--- src/rtl/lcd_rgb_capture.sv ---
// Receive side of the RGB565 panel link: recovers pixel coordinates, measures line/frame
// geometry, checks a white border, sums each frame and writes a 64x64 window to capture RAM.
module lcd_rgb_capture #(
  parameter int H_ACT = 800,
  parameter int V_ACT = 480
) (
  input  logic        clk_pix,
  input  logic        reset,
  input  logic        i_vid_den,
  input  logic        i_vid_hsync,
  input  logic        i_vid_vsync,
  input  logic [4:0]  i_vid_r,
  input  logic [5:0]  i_vid_g,
  input  logic [4:0]  i_vid_b,
  input  logic [15:0] i_win_x,
  input  logic [15:0] i_win_y,
  output logic [15:0] o_meas_h_total,
  output logic [15:0] o_meas_h_active,
  output logic [15:0] o_meas_v_total,
  output logic [15:0] o_meas_v_active,
  output logic [15:0] o_frame_sum,
  output logic        o_border_ok,
  output logic        o_locked,
  output logic        o_frame_done,
  output logic        o_cap_we,
  output logic [11:0] o_cap_addr,
  output logic [15:0] o_cap_data
);
  // state   | meaning
  // SEARCH  | no frame start seen yet; pixels ignored
  // MEASURE | framing, last two frames' geometry differed
  // LOCKED  | last two frames' geometry identical
  typedef enum logic [1:0] {SEARCH, MEASURE, LOCKED} state_t;

  function automatic logic [15:0] sat_inc(input logic [15:0] v);
    return (v == 16'hFFFF) ? v : v + 16'd1;
  endfunction

  state_t      r_state;
  logic        r_pend;
  logic        r_den1, r_hs1, r_vs1, r_den2, r_hs2, r_vs2;
  logic [15:0] r_pix1;
  logic [15:0] r_hclk, r_px, r_ly, r_htot, r_hact, r_vtot, r_sum;
  logic        r_bflag;
  logic [15:0] r_win_x, r_win_y;
  logic [15:0] r_snap_ht, r_snap_ha, r_snap_vt, r_snap_va, r_snap_sum;
  logic        r_snap_bflag;

  logic        w_hs_fall, w_vs_fall, w_de_fall;
  logic [15:0] w_px, w_ly, w_ox, w_oy;
  logic        w_border, w_bbad, w_in_win, w_same;

  assign w_hs_fall = !r_hs1 && r_hs2;
  assign w_vs_fall = !r_vs1 && r_vs2;
  assign w_de_fall = !r_den1 && r_den2;
  // Coordinates of the pixel currently in S1; a coincident sync fall restarts them at 0.
  assign w_px      = w_hs_fall ? 16'd0 : r_px;
  assign w_ly      = w_vs_fall ? 16'd0 : r_ly;
  assign w_ox      = w_px - r_win_x;
  assign w_oy      = w_ly - r_win_y;
  assign w_border  = (w_px == 16'd0) || (w_px == 16'(H_ACT - 1)) ||
                     (w_ly == 16'd0) || (w_ly == 16'(V_ACT - 1));
  assign w_bbad    = r_den1 && w_border && (r_pix1 != 16'hFFFF);
  assign w_in_win  = r_den1 && (w_ox < 16'd64) && (w_oy < 16'd64);
  assign w_same    = (r_snap_ht == o_meas_h_total) && (r_snap_ha == o_meas_h_active) &&
                     (r_snap_vt == o_meas_v_total) && (r_snap_va == o_meas_v_active);

  always_ff @(posedge clk_pix or negedge reset) begin
    if (!reset) begin
      {r_den1, r_den2} <= 2'b00;
      {r_hs1, r_hs2, r_vs1, r_vs2} <= 4'hF;
      r_pix1 <= '0;  r_hclk <= '0;  r_px <= '0;   r_ly <= '0;
      r_htot <= '0;  r_hact <= '0;  r_vtot <= '0; r_sum <= '0;
      r_bflag <= 1'b0;
      r_win_x <= '0; r_win_y <= '0;
      r_snap_ht <= '0; r_snap_ha <= '0; r_snap_vt <= '0; r_snap_va <= '0;
      r_snap_sum <= '0; r_snap_bflag <= 1'b0;
      o_cap_we <= 1'b0; o_cap_addr <= '0; o_cap_data <= '0;
    end else begin
      r_den1 <= i_vid_den;
      r_hs1  <= i_vid_hsync;
      r_vs1  <= i_vid_vsync;
      r_pix1 <= {i_vid_r, i_vid_g, i_vid_b};
      r_den2 <= r_den1;
      r_hs2  <= r_hs1;
      r_vs2  <= r_vs1;
      r_hclk <= w_hs_fall ? 16'd0 : sat_inc(r_hclk);
      r_px   <= w_hs_fall ? {15'd0, r_den1} : (r_den1 ? sat_inc(r_px) : r_px);
      if (w_hs_fall) r_htot <= sat_inc(r_hclk);
      if (w_de_fall) r_hact <= r_px;
      if (w_vs_fall) begin
        // Frame boundary first: close out the old frame, then let coincident events seed the new one.
        r_snap_ht    <= r_htot;
        r_snap_ha    <= r_hact;
        r_snap_vt    <= r_vtot;
        r_snap_va    <= r_ly;
        r_snap_sum   <= r_sum;
        r_snap_bflag <= r_bflag;
        r_win_x      <= i_win_x;
        r_win_y      <= i_win_y;
        r_vtot       <= w_hs_fall ? 16'd1 : 16'd0;
        r_ly         <= '0;
        r_sum        <= r_den1 ? r_pix1 : 16'd0;
        r_bflag      <= !w_bbad;
        if (!w_hs_fall) r_htot <= '0;
        if (!w_de_fall) r_hact <= '0;
      end else begin
        if (w_hs_fall) r_vtot <= sat_inc(r_vtot);
        if (w_de_fall) r_ly <= sat_inc(r_ly);
        if (r_den1)    r_sum <= r_sum + r_pix1;
        if (w_bbad)    r_bflag <= 1'b0;
      end
      o_cap_we <= (r_state != SEARCH) && w_in_win;
      if (w_in_win) begin
        o_cap_addr <= {w_oy[5:0], w_ox[5:0]};
        o_cap_data <= r_pix1;
      end
    end
  end

  always_ff @(posedge clk_pix or negedge reset) begin
    if (!reset) begin
      r_state         <= SEARCH;
      r_pend          <= 1'b0;
      o_meas_h_total  <= '0;
      o_meas_h_active <= '0;
      o_meas_v_total  <= '0;
      o_meas_v_active <= '0;
      o_frame_sum     <= '0;
      o_border_ok     <= 1'b0;
      o_locked        <= 1'b0;
      o_frame_done    <= 1'b0;
    end else begin
      r_pend       <= 1'b0;
      o_frame_done <= 1'b0;
      if (w_vs_fall) begin
        if (r_state == SEARCH) r_state <= MEASURE;
        else                   r_pend  <= 1'b1;
      end
      if (r_pend) begin
        o_frame_done    <= 1'b1;
        o_meas_h_total  <= r_snap_ht;
        o_meas_h_active <= r_snap_ha;
        o_meas_v_total  <= r_snap_vt;
        o_meas_v_active <= r_snap_va;
        o_frame_sum     <= r_snap_sum;
        o_border_ok     <= r_snap_bflag && (r_snap_ha == 16'(H_ACT)) && (r_snap_va == 16'(V_ACT));
        if (w_same) begin
          r_state  <= LOCKED;
          o_locked <= 1'b1;
        end else begin
          r_state  <= MEASURE;
          o_locked <= 1'b0;
        end
      end
    end
  end
endmodule
--- config.mk ---
export PLATFORM = sky130hd
export DESIGN_NAME = lcd_rgb_capture
export DESIGN_NICKNAME = d
export VERILOG_FILES = /design/src/rtl/lcd_rgb_capture.sv
export SDC_FILE = /design/constraint.sdc
export NUM_CORES = 1
export LEC_CHECK = 0
export CAP_MARGIN = 20
export CORE_MARGIN = 2
export CORE_UTILIZATION = 45
export CTS_BUF_LIST = sky130_fd_sc_hd__clkbuf_8 sky130_fd_sc_hd__clkbuf_16
export CTS_CLUSTER_SIZE = 8
export DETAILED_ROUTE_END_ITERATION = 10
export PLACE_DENSITY_LB_ADDON = 0.12
export SYNTH_ARGS = -nofsm -noshare
export SYNTH_HDL_FRONTEND = slang
export SYNTH_SLANG_ARGS = --single-unit
--- constraint.sdc ---
create_clock -name clk_pix -period 7.8 [get_ports clk_pix]
set_input_delay 1.17 -clock clk_pix [delete_from_list [all_inputs] [get_ports clk_pix]]
set_output_delay 1.17 -clock clk_pix [all_outputs]
set_load 0.01 [all_outputs]
======== After elaboration in Yosys (flattened, before gate mapping) ========
Cells that the tools add are included.
operators by class
  $add $sub $neg .......................... 7
  multipliers ............................. 0
  div/mod/pow operators ................... 0
  $lt $le $gt $ge ......................... 2
  eq/ne operators ......................... 16
  shift-type cells ........................ 0
  muxes and demuxes ....................... 33
  bitwise gates (word level) .............. 0
  reduce and logical (&&, ||, !) cells .... 35
operator list
  cell                                                  number
  two-way mux 16 bit                                    22
  adder 16 x 1 -> 16 bit (second input constant)        4
  == test 16 bit                                        4
  == test 16 bit (second input constant)                4
  == test 16 x 10 -> 1 bit (second input constant)      2
  == test 16 x 9 -> 1 bit (second input constant)       2
  zero test 16 bit                                      2
  < comparator 16 x 7 -> 1 bit (second input constant)  2
  subtractor 16 bit                                     2
  adder 16 bit                                          1
  != test 16 bit (second input constant)                1
  nonzero test 2 bit                                    8
  logical AND 1 bit                                     13
  two-way mux 2 bit                                     4
  AND reduction 2 bit                                   4
  two-way mux 1 bit                                     7
  != test 2 bit (second input constant)                 3
  zero test 1 bit                                       4
  logical OR 1 bit                                      3
  zero test 2 bit                                       1
word-level totals
  register bits after elaboration ......... 363
  bits in latches ......................... 0
  RAM bits ................................ 0
  memory bits (read-only) ................. 0
  bits of input ports ..................... 53
  word-level logic and storage cells ...... 129
  memories kept ........................... 0

======== Longest topological paths before layout ========
  word-level depth ........................ 11
  depth in mapped cells ................... 18
  gate-level depth less buffers ........... 13

======== Worst setup path before layout ========
Ideal clock, no wire load.
  path type ............................... reg-to-reg
  start point ............................. register r_vs1
  end point ............................... register o_cap_addr[1]
  arrival time ............................ 4.510 ns
  required time ........................... 7.673 ns
  slack ................................... 3.162 ns
  cell stages (with the launch flop) ...... 19
  buffers on the path ..................... 5
  period minus slack after synthesis ...... 4.638 ns
  cells stage by stage .................... dfstp_2 -> nand2b_1 -> clkbuf_1 -> clkbuf_1 -> clkbuf_1 -> nand2_1 -> ha_1 -> fa_1 -> nor2b_1 -> o211ai_1 -> a211oi_1 -> o21ai_0 -> a2111oi_4 -> o211ai_1 -> nor4_1 -> and4_1 -> buf_6 -> buf_6 -> mux2_1
between the ends
  longest elaborated chain between the ends .. 6
RTL lines
  what                          line  text
  start, declared               41    logic r_den1, r_hs1, r_vs1, r_den2, r_hs2, r_vs2;
  start signal, assigned        82    r_vs1 <= i_vid_vsync;
  zero test 1 bit               54    assign w_vs_fall = !r_vs1 && r_vs2;
  logical AND 1 bit             54
  two-way mux 16 bit            58    assign w_ly = w_vs_fall ? 16'd0 : r_ly;
  subtractor 16 bit             60    assign w_oy = w_ly - r_win_y;
  < comparator 16 x 7 -> 1 bit  64    assign w_in_win = r_den1 && (w_ox < 16'd64) && (w_oy < 16'd64);
  logical AND 1 bit             64
  end signal, assigned          115   o_cap_addr <= {w_oy[5:0], w_ox[5:0]};
  end, declared                 26    output logic [11:0] o_cap_addr,
No other way between the ends.
A chain may end at the register's enable or synchronous reset.

======== Worst setup path in the final report ========
  start point ............................. register r_vs1
  end point ............................... register o_cap_data[3]
between the ends
  longest elaborated chain between the ends .. 6
RTL lines
  what                          line  text
  zero test 1 bit               54
  logical AND 1 bit             54
  two-way mux 16 bit            58
  subtractor 16 bit             60
  < comparator 16 x 7 -> 1 bit  64
  logical AND 1 bit             64
  end signal, assigned          116   o_cap_data <= r_pix1;
  end, declared                 27    output logic [15:0] o_cap_data
No other way between the ends.

==> qor.yml <==
run_status: "complete, no violations"
power_density_mw_per_mm2: 254
drv_slew: 0
cp.arrival_ps: 5500
cts_tree: "done"
cp_max_fo: 48
yosysSeqAreaShare_pct: 51.7
wl_per_cell_um: 18.4
hold_buffers: 0
r2r_start: "r_vs1"
cts_max_level: 2
antenna_cells: 0
grt_max_degree: 163
power_leakage_nw: 9.99
netlist_area_mm2: 0.0176
grt_pass1_vias: 13230
clock-sinks: 363
crit_path_start_kind: "flop"
utilization_pct: 54.8
met3_usage_pct: 4.75
nNetsFinal: 2026
avgViaCountPerCell: 5.38
insertion_delay_ps: 580
stdcell_area_mm2: 0.0211
synth_top_cell_area_share_pct: 51.1
yosys_register_bits: 363
grt_use_met2_pct: 34.1
fin_setup_tns_ps: 0
placed_area_mm2: 0.0197
routed_wirelength_mm: 45.1
synth_area_leaders: "dfrtp_1 51%, nand2_1 7.8%, mux2_2 4.7%"
cts.clk_slew.worst_paths_ps: 50
grt_antenna_before_repair: 0
drv_cap: 0
ys_types: 70
yosys_most_used_dff: "dfrtp_1"
fillers: 3564
place.gp.congestion: 0.855
route.detailed.drc: 0
ff2ff_path_depth: 13
worst_ir_drop_vdd_mv: 0.150
final_antenna_net_count: 0
final-setup-viol-count: 0
grt_usage_pct: 22.7
drt_first_pass_iters: 5
core_mm2: 0.0386
finalPower_mw: 5.37
syn-num-nets: 1869
start_util_pct: 45.6
num_vias: 13197
finalClockSkew_ps: 14.9
required_ps: 8250
rows: 72
dp_worst_setup_slack_ps: 2760
cts_buffers: 51
grt_pass1_wl_mm: 73.4
fp.dieArea_mm2: 0.0406
hold_violations: 0
synthArstFlopShare_pct: 100
rr_endpoint: "o_cap_data[3]"
hpwl_mm: 31.7
die_h_um: 202
hp-class: "flop to flop"
relSlewSlack_pct: 32.2
drive_above_1_share_pct: 8.26
ios: 165
max_freq_mhz: 198
numPortBuffers: 164
critical_path.startpoint: "r_vs1"
period_needed_ps: 5050
post-synth-top-count-cell: "nand2_1"
netlist_top_cells_count: "364 x nand2_1, 359 x dfrtp_1, 120 x o21ai_0, 106 x nor2_1, 74 x inv_1"
first_iter_violations: 821
ys_warn_count: 0
r2r_slack_ps: 2750
clockBufferDepth: 3
synth_top_area_cell: "dfrtp_1"
grt.met1_usage_pct: 33.4
critPathCapture: "o_cap_data[3]"
post_cts_buffers: 0
grt_busiest_layer: "met2"
path_class: "flop to flop"
cts_root_buf: "clkbuf_16"
post-route-period-util_pct: 64.8
crit_path_end_kind: "flop"
cts_resized: 0
overflow: 0
worst_slew_pin_slew_ps: 1010
netlist_instances: 1764
synth_edf_count: 0
die_w_um: 202
syn_avg_cell_area_um2: 9.96
layout_setup_ws_ps: 2750
area_growth_pct: 20.2
rsz0062_at_grt: "no"
where the power goes:
part	internal [mW]	leakage, nW	switching, mW	total (mW)
sequential	2.10	4.81	0.197	2.29
clock	1.20	0.745	0.794	2.00
combinational	0.520	4.43	0.563	1.08
total	3.82	9.99	1.55	5.37
cells in the final DEF (no fill, tap or decap), types with 14 or more instances in the layout:
master / instances
a21oi_1: 39
a22o_1: 19
and2_1: 31
clkbuf_16: 53
clkdlybuf4s50_1: 163
dfrtp_1: 358
ha_1: 49
inv_1: 88
mux2_1: 26
mux2_2: 73
mux2i_1: 14
nand2_1: 364
nand3_1: 33
nand4_1: 24
nor2_1: 106
nor3_1: 22
nor4_1: 26
o211ai_1: 17
o21ai_0: 120
xnor2_1: 50
xor2_1: 72
layer usage:
layer  vias to the layer above  wire, um
li1                       6370         -
met1                      6483     22100
met2                       279     19800
met3                        65      2310
met4                         0       867
met5                         -         0
cells by family after synthesis:
| kind of cell | share of synthesized area [%] |
|---|---|
| flops | 51.7 |
| xor+xnor | 6.08 |
| fa+ha+maj | 3.83 |
| mux | 7.14 |
| compound gates | 10.2 |
| buf+inv | 3.36 |
| simple gates | 17.7 |
worst min-delay path by stage:
| stage | endpoint | slack (ps) | depth (start not counted) | startpoint |
|---|---|---|---|---|
| 6_report | r_hs2 | 370 | 0 | r_hs1 |
| 2_1_floorplan | r_hs2 | 360 | 0 | r_hs1 |
| 4_1_cts | r_hs2 | 380 | 0 | r_hs1 |
| 5_1_grt | r_hs2 | 380 | 0 | r_hs1 |
| 3_3_place_gp | r_hs2 | 370 | 0 | r_hs1 |
| 3_5_place_dp | r_hs2 | 370 | 0 | r_hs1 |
final cells by class:
type	instances	area [um2]	share of cell area, %
clock inverters	15	72.6	0.344
multi-input cells	1253	7910	37.5
well taps	518	648	3.07
flip-flops and latches	363	9090	43.1
clock buffers	54	1340	6.35
inverters	75	282	1.33
repair buffers	177	1770	8.37
critical path: stages (launching register included):
cell and delay, ps:
dfstp_2 560, nand2b_4 450, nand2_1 120, ha_1 230
fa_1 450, nor2b_1 230, o211ai_1 150, a211oi_1 450
o21ai_0 240, a2111oi_4 350, o211ai_1 140, nor4_1 280
and4_2 840, mux2_1 380
per-stage QoR:
stage / std cells / hold WS [ps]
global route: 2455 / 382
global placement: 2384 / 367
detailed placement: 2384 / 368
CTS: 2453 / 376
floorplan: 1764 / 358
finish: 2455 / 375
Power figures use the tool's default switching activity.
